--- src/rtl/lms_coef_fir.sv ---
// Time-multiplexed FIR that applies LMS-adapted coefficients to an independent sample stream.
// One MAC per cycle; coefficient updates are staged in a shadow bank and applied only at sample acceptance.
module lms_coef_fir #(
    parameter int X_W   = 16,
    parameter int W_W   = 16,
    parameter int O_N   = 16,
    parameter int Y_W   = 16,
    parameter int ACC_W = 36,
    parameter int SHIFT = 15
) (
    input  logic                 clk,
    input  logic                 rst_n,
    input  logic [W_W*O_N-1:0]   coef_in,
    input  logic                 coef_up,
    input  logic                 freeze,
    input  logic                 x_valid,
    output logic                 x_ready,
    input  logic [X_W-1:0]       xin,
    output logic                 y_valid,
    output logic [Y_W-1:0]       yout,
    output logic                 busy
);

    localparam int P_W = X_W + W_W;
    localparam int K_W = (O_N > 1) ? $clog2(O_N) : 1;
    localparam logic [K_W-1:0] K_LAST = K_W'(O_N - 1);
    localparam logic signed [ACC_W-1:0] Y_MAX = {{(ACC_W-Y_W+1){1'b0}}, {(Y_W-1){1'b1}}};
    localparam logic signed [ACC_W-1:0] Y_MIN = {{(ACC_W-Y_W+1){1'b1}}, {(Y_W-1){1'b0}}};

    typedef enum logic [1:0] {
        IDLE,
        MAC,
        OUT
    } state_t;

    state_t state, state_nxt;

    logic signed [X_W-1:0]   taps     [O_N];
    logic signed [W_W-1:0]   coef_act [O_N];
    logic signed [W_W-1:0]   coef_shd [O_N];
    logic                    pending;
    logic signed [ACC_W-1:0] acc;
    logic [K_W-1:0]          k;

    logic                    accept;
    logic                    coef_wr;
    logic                    last_tap;
    logic                    mac_en;
    logic                    out_en;
    logic signed [P_W-1:0]   prod;
    logic signed [ACC_W-1:0] prod_ext;
    logic signed [ACC_W-1:0] acc_sh;
    logic [Y_W-1:0]          y_sat;

    assign accept   = x_valid & x_ready;
    assign coef_wr  = coef_up & ~freeze;
    assign last_tap = (k == K_LAST);

    always_ff @(posedge clk) begin
        if (!rst_n) begin
            state <= IDLE;
        end else begin
            state <= state_nxt;
        end
    end

    always_comb begin
        state_nxt = state;
        case (state)
            IDLE:    if (accept) state_nxt = MAC;
            MAC:     if (last_tap) state_nxt = OUT;
            OUT:     state_nxt = IDLE;
            default: state_nxt = IDLE;
        endcase
    end

    always_comb begin
        x_ready = 1'b0;
        busy    = 1'b1;
        mac_en  = 1'b0;
        out_en  = 1'b0;
        case (state)
            IDLE: begin
                x_ready = 1'b1;
                busy    = 1'b0;
            end
            MAC:     mac_en = 1'b1;
            OUT:     out_en = 1'b1;
            default: begin
                x_ready = 1'b0;
                busy    = 1'b0;
            end
        endcase
    end

    always_ff @(posedge clk) begin
        if (!rst_n) begin
            for (int unsigned i = 0; i < O_N; i++) begin
                taps[i] <= '0;
            end
        end else if (accept) begin
            taps[0] <= xin;
            for (int unsigned i = 1; i < O_N; i++) begin
                taps[i] <= taps[i-1];
            end
        end
    end

    // The active bank only moves at acceptance; a same-cycle strobe lands in the shadow for the next sample.
    always_ff @(posedge clk) begin
        if (!rst_n) begin
            for (int unsigned i = 0; i < O_N; i++) begin
                coef_act[i] <= '0;
                coef_shd[i] <= '0;
            end
            pending <= 1'b0;
        end else begin
            if (accept && pending) begin
                coef_act <= coef_shd;
            end
            if (coef_wr) begin
                for (int unsigned i = 0; i < O_N; i++) begin
                    coef_shd[i] <= coef_in[i*W_W +: W_W];
                end
            end
            if (coef_wr) begin
                pending <= 1'b1;
            end else if (accept) begin
                pending <= 1'b0;
            end
        end
    end

    always_comb begin
        prod     = P_W'(taps[k]) * P_W'(coef_act[k]);
        prod_ext = {{(ACC_W-P_W){prod[P_W-1]}}, prod};
    end

    always_comb begin
        acc_sh = acc >>> SHIFT;
        if (acc_sh > Y_MAX) begin
            y_sat = Y_MAX[Y_W-1:0];
        end else if (acc_sh < Y_MIN) begin
            y_sat = Y_MIN[Y_W-1:0];
        end else begin
            y_sat = acc_sh[Y_W-1:0];
        end
    end

    always_ff @(posedge clk) begin
        if (!rst_n) begin
            acc     <= '0;
            k       <= '0;
            yout    <= '0;
            y_valid <= 1'b0;
        end else begin
            y_valid <= out_en;
            if (accept) begin
                acc <= '0;
                k   <= '0;
            end else if (mac_en) begin
                acc <= acc + prod_ext;
                k   <= k + 1'b1;
            end
            if (out_en) begin
                yout <= y_sat;
            end
        end
    end

endmodule

--- config.mk ---
export PLATFORM = sky130hd
export DESIGN_NAME = lms_coef_fir
export DESIGN_NICKNAME = d
export VERILOG_FILES = /design/src/rtl/lms_coef_fir.sv
export SDC_FILE = /design/constraint.sdc
export NUM_CORES = 2
export LEC_CHECK = 0
export ABC_AREA = 1
export BUFFER_PORTS_ARGS = -buffer_cell sky130_fd_sc_hd__buf_2
export CORE_MARGIN = 8
export CORE_UTILIZATION = 65
export DETAILED_ROUTE_END_ITERATION = 8
export GPL_ROUTABILITY_DRIVEN = 0
export PLACE_DENSITY = 0.85
export SLEW_MARGIN = 20
export SYNTH_ARGS = -nofsm -noshare
export SYNTH_HDL_FRONTEND = slang
export SYNTH_SLANG_ARGS = --single-unit
--- constraint.sdc ---
create_clock -name clk -period 28.3 [get_ports clk]
set_input_delay 2.83 -clock clk [delete_from_list [all_inputs] [get_ports clk]]
set_output_delay 2.83 -clock clk [all_outputs]
set_load 0.05 [all_outputs]
==> results.md <==
* Clk pin slew, worst setup/hold paths at ~0.060 ns
* Status: complete, no violations
* VDD IR-drop max at 55.2 uV
* Reg2Reg Depth at 28
* Leading post-synthesis cells by cell area: dfxtp_1 (25%), edfxtp_1 (17%), fa_1 (14%), inv_1 (8.2%), o21ai_0 (7.1%)
* Power Density at between 60 and 70 nW/um^2
* Initial antenna violation count at 2
* Main flop type after synthesis: dfxtp_1
* Met1 GRT Util at 40.6%
* Share of post-route cells with drive strength above 1 at under 10%
* Lkg Pwr at 24.1 nW
* Commonest cells post-synth: inv_1 (1015), nor2_1 (839), nand2_1 (708)
* Final Cycle Share at 31.8%
* GR Util met2 at 47.9%
* Syn_nets at roughly 6500
* Post-Synthesis Cells at 5796
* Mapped Area at 46400 um^2
* WP data arrival at 9.51 ns
* Worst setup SP type: flip-flop
* Fin. max-slew vios at 0
* RSZ-0062 raised after global routing: false
* Drt first pass iters at 9
* Hold Path Origin: coef_act[178]
* Starting Density at 65.3%
* Synth top area share at 24.8%
* CTS Root Cell: clkbuf_16
* I/O Pins at 296
* Pwr Total at 0.00349 W
* Core Area at 71100 um^2
* Global router's overall resource usage at 30.1%
* Pin count of the biggest net entering global routing at 259
* Hold Crit Depth at 2
* Area Growth Syn to Fin at 9.48%
* Cts repair resizes at 0
* Internal power at ~0.0023 W
* Async S/R FF share, synth at 0%
* Top-count cell post-synth: inv_1
* Vias per inst at 5.73
* Skew-Pair Late Insertion Delay at approximately 0.66 ns
* Fin Setup TNS at 0 ns
* Longest Clk Path Bufs at 3
* Worst Hold Class: flip-flop to flip-flop
* Switching Share at 33.9%
* H-tree levels at 3
* Worst r2r dst: acc[32]
* Syn Area/Cell at around 8.0 um^2
* Busiest metal layer after global routing: met2
* Die X at 283 um
* Final Hold Fails at 0
* Fin area at 50800 um^2
* Footprint of the multi-input gates at approximately 22000 um^2
* Unique masters post-synth at 35
* Critical path peak fanout at approximately 70
* R2r setup slk at 19.31 ns
* Setup crit end kind: flip-flop
* Setup Viol. Count Final at 0
* TritonCTS clock tree: yes
* DRT antenna net count at 0
* CTS Buf Count at 84
* Met3 Use GR at 6.08%
* 1st-iter DRT viols at between 4000 and 5000
* Worst-case clock skew at ~0.052 ns
* DP Area at between 40000 and 50000 um^2
* RR Startpoint: k[0]
* F_max at 111 MHz
* CP max-delay cell: clkinv_2
* Hpwl dp at 84400 um
* DRC at 0
* Sequential power share at 39.9%
* Final nets at 6553
* Layout Cells excl Fill at approximately 6900
* Final min period at 8.99 ns
* Clock power share at 33.0%
* Vias in the first global route at 38500
* Synth warn at 0
* Worst path max stage delay at 0.94 ns
* FP Rows at 98
* Fillers at around 5300
* Number of synthesized flops with an enable pin at about 260
* Max-cap viol count at 0
* Sink Count at 832
* # hold bufs at CTS at 0
* Placed cells at 6715
* Headroom to the max-slew limit at 29.1%
* Die area at 80200 um^2
* Avg WL per Cell at ~18 um
* Comb pwr share at 27.1%
* Via count at 39300
* ANT cells at 0
* Routed wire length at approximately 120000 um
* Buffers added on ports at 295
* First-pass GRT wire length at about 200000 um
* Die Span Y at 283 um
* Crit Path Category: flip-flop to flip-flop
* Worst Tran Pin Value at ~1.1 ns
* FF/Latch Area at around 19000 um^2
* GR Overflow Total at 0
* Post-CTS Setup Inserts at 0
* Synthesized flop and latch total at 832
* Sw Pwr at roughly 0.0012 W
* Post-synth top area cell: dfxtp_1
* Hold path endpoint: coef_act[178]
* Required @ worst endpoint at between 20 and 30 ns
* Sequential share of the synthesized area at 41.4%
flip-flops by register name, summed over array words and instances (netlist names), named ones only:
name	flops
acc	36
coef_act	256
coef_shd	256
k	4
pending	1
state	2
taps	256
y_valid	1
yout	16
metal layers:
metal / wire length, um / share of wire, %
met5: 13 / 0.010
met3: 12600 / 10
met1: 49700 / 40
met4: 4930 / 3.9
met2: 57600 / 46
worst max-delay path, delay by kind of cell (launching register included):
kind                     cells  cell delay [ns]
adder cells (fa/ha/maj)      7             3.57
buffers and inverters        8             2.07
AO/OA/AOI/OAI                8             1.92
flip-flops                   1             0.77
AND/OR/NAND/NOR              5             0.46
how the worst max path moves through the flow:
stage | slack, ns | from | end
after floorplan | 17.21 | rst_n | taps[0][0]
after global placement | 19.74 | k[0] | acc[35]
after detailed placement | 19.52 | k[0] | acc[32]
after CTS | 19.50 | k[0] | acc[32]
after global routing | 18.79 | k[0] | acc[31]
final | 19.31 | k[0] | acc[32]
power by group through the flow:
| stage | logic, W | clock network, W | registers [W] |
|---|---|---|---|
| after floorplan | 0.000675 | 0 | 0.00142 |
| after global placement | 0.000881 | 0 | 0.00141 |
| after detailed placement | 0.000925 | 0 | 0.00142 |
| after CTS | 0.000933 | 0.00116 | 0.00139 |
| after global routing | 0.00107 | 0.00121 | 0.00140 |
| final | 0.000947 | 0.00115 | 0.00139 |
final cells by class:
cell class	count	share of cell area, %
Clock inverter	33	0.921
Multi-Input combinational cell	3577	43.0
Tap cell	950	2.34
Inverter	1031	7.65
Sequential cell	832	37.8
Timing Repair Buffer	325	3.42
Clock buffer	119	4.79
placed cells by master (no fill, tap or decap), drive strengths merged, types with 5 or more instances in the layout:
cell,Yosys,routed
inv,1027,1030
nor2,839,839
nand2,708,708
o21ai,687,687
dfxtp,576,576
a21oi,533,533
buf,87,325
fa,314,314
nand3,276,276
edfxtp,256,256
clkbuf,269,119
ha,111,111
o221ai,25,25
clkinv,4,23
a311o,13,13
xor2,12,12
o211ai,10,10
nand4,8,8
o21bai,8,8
o22ai,7,7
bufinv,0,6
nor3,5,5
nand3b,5,5
clkinvlp,0,5
through the flow:
stage	util (%)	setup slack [ns]	hold WS, ns
2_1_floorplan	-	17.21	0.429
3_3_place_gp	67.4	19.74	0.440
3_5_place_dp	67.4	19.52	0.445
4_1_cts	71.5	19.50	0.455
5_1_grt	71.5	18.79	0.465
6_report	71.5	19.31	0.455
cell families (layout without fill, tap and decap cells):
group | Yosys count | in the layout | synth area share, %
DFF | 832 | 832 | 41.4
adders and majority gates | 425 | 425 | 16.5
xor gates and xnor gates | 16 | 16 | 0.302
and+or+nand+nor | 1845 | 1845 | 15.8
buffers and inverters | 1387 | 1508 | 11.6
AOI/OAI and AO/OA | 1291 | 1291 | 14.4
Note: power is estimated with default switching activity, not from simulation.
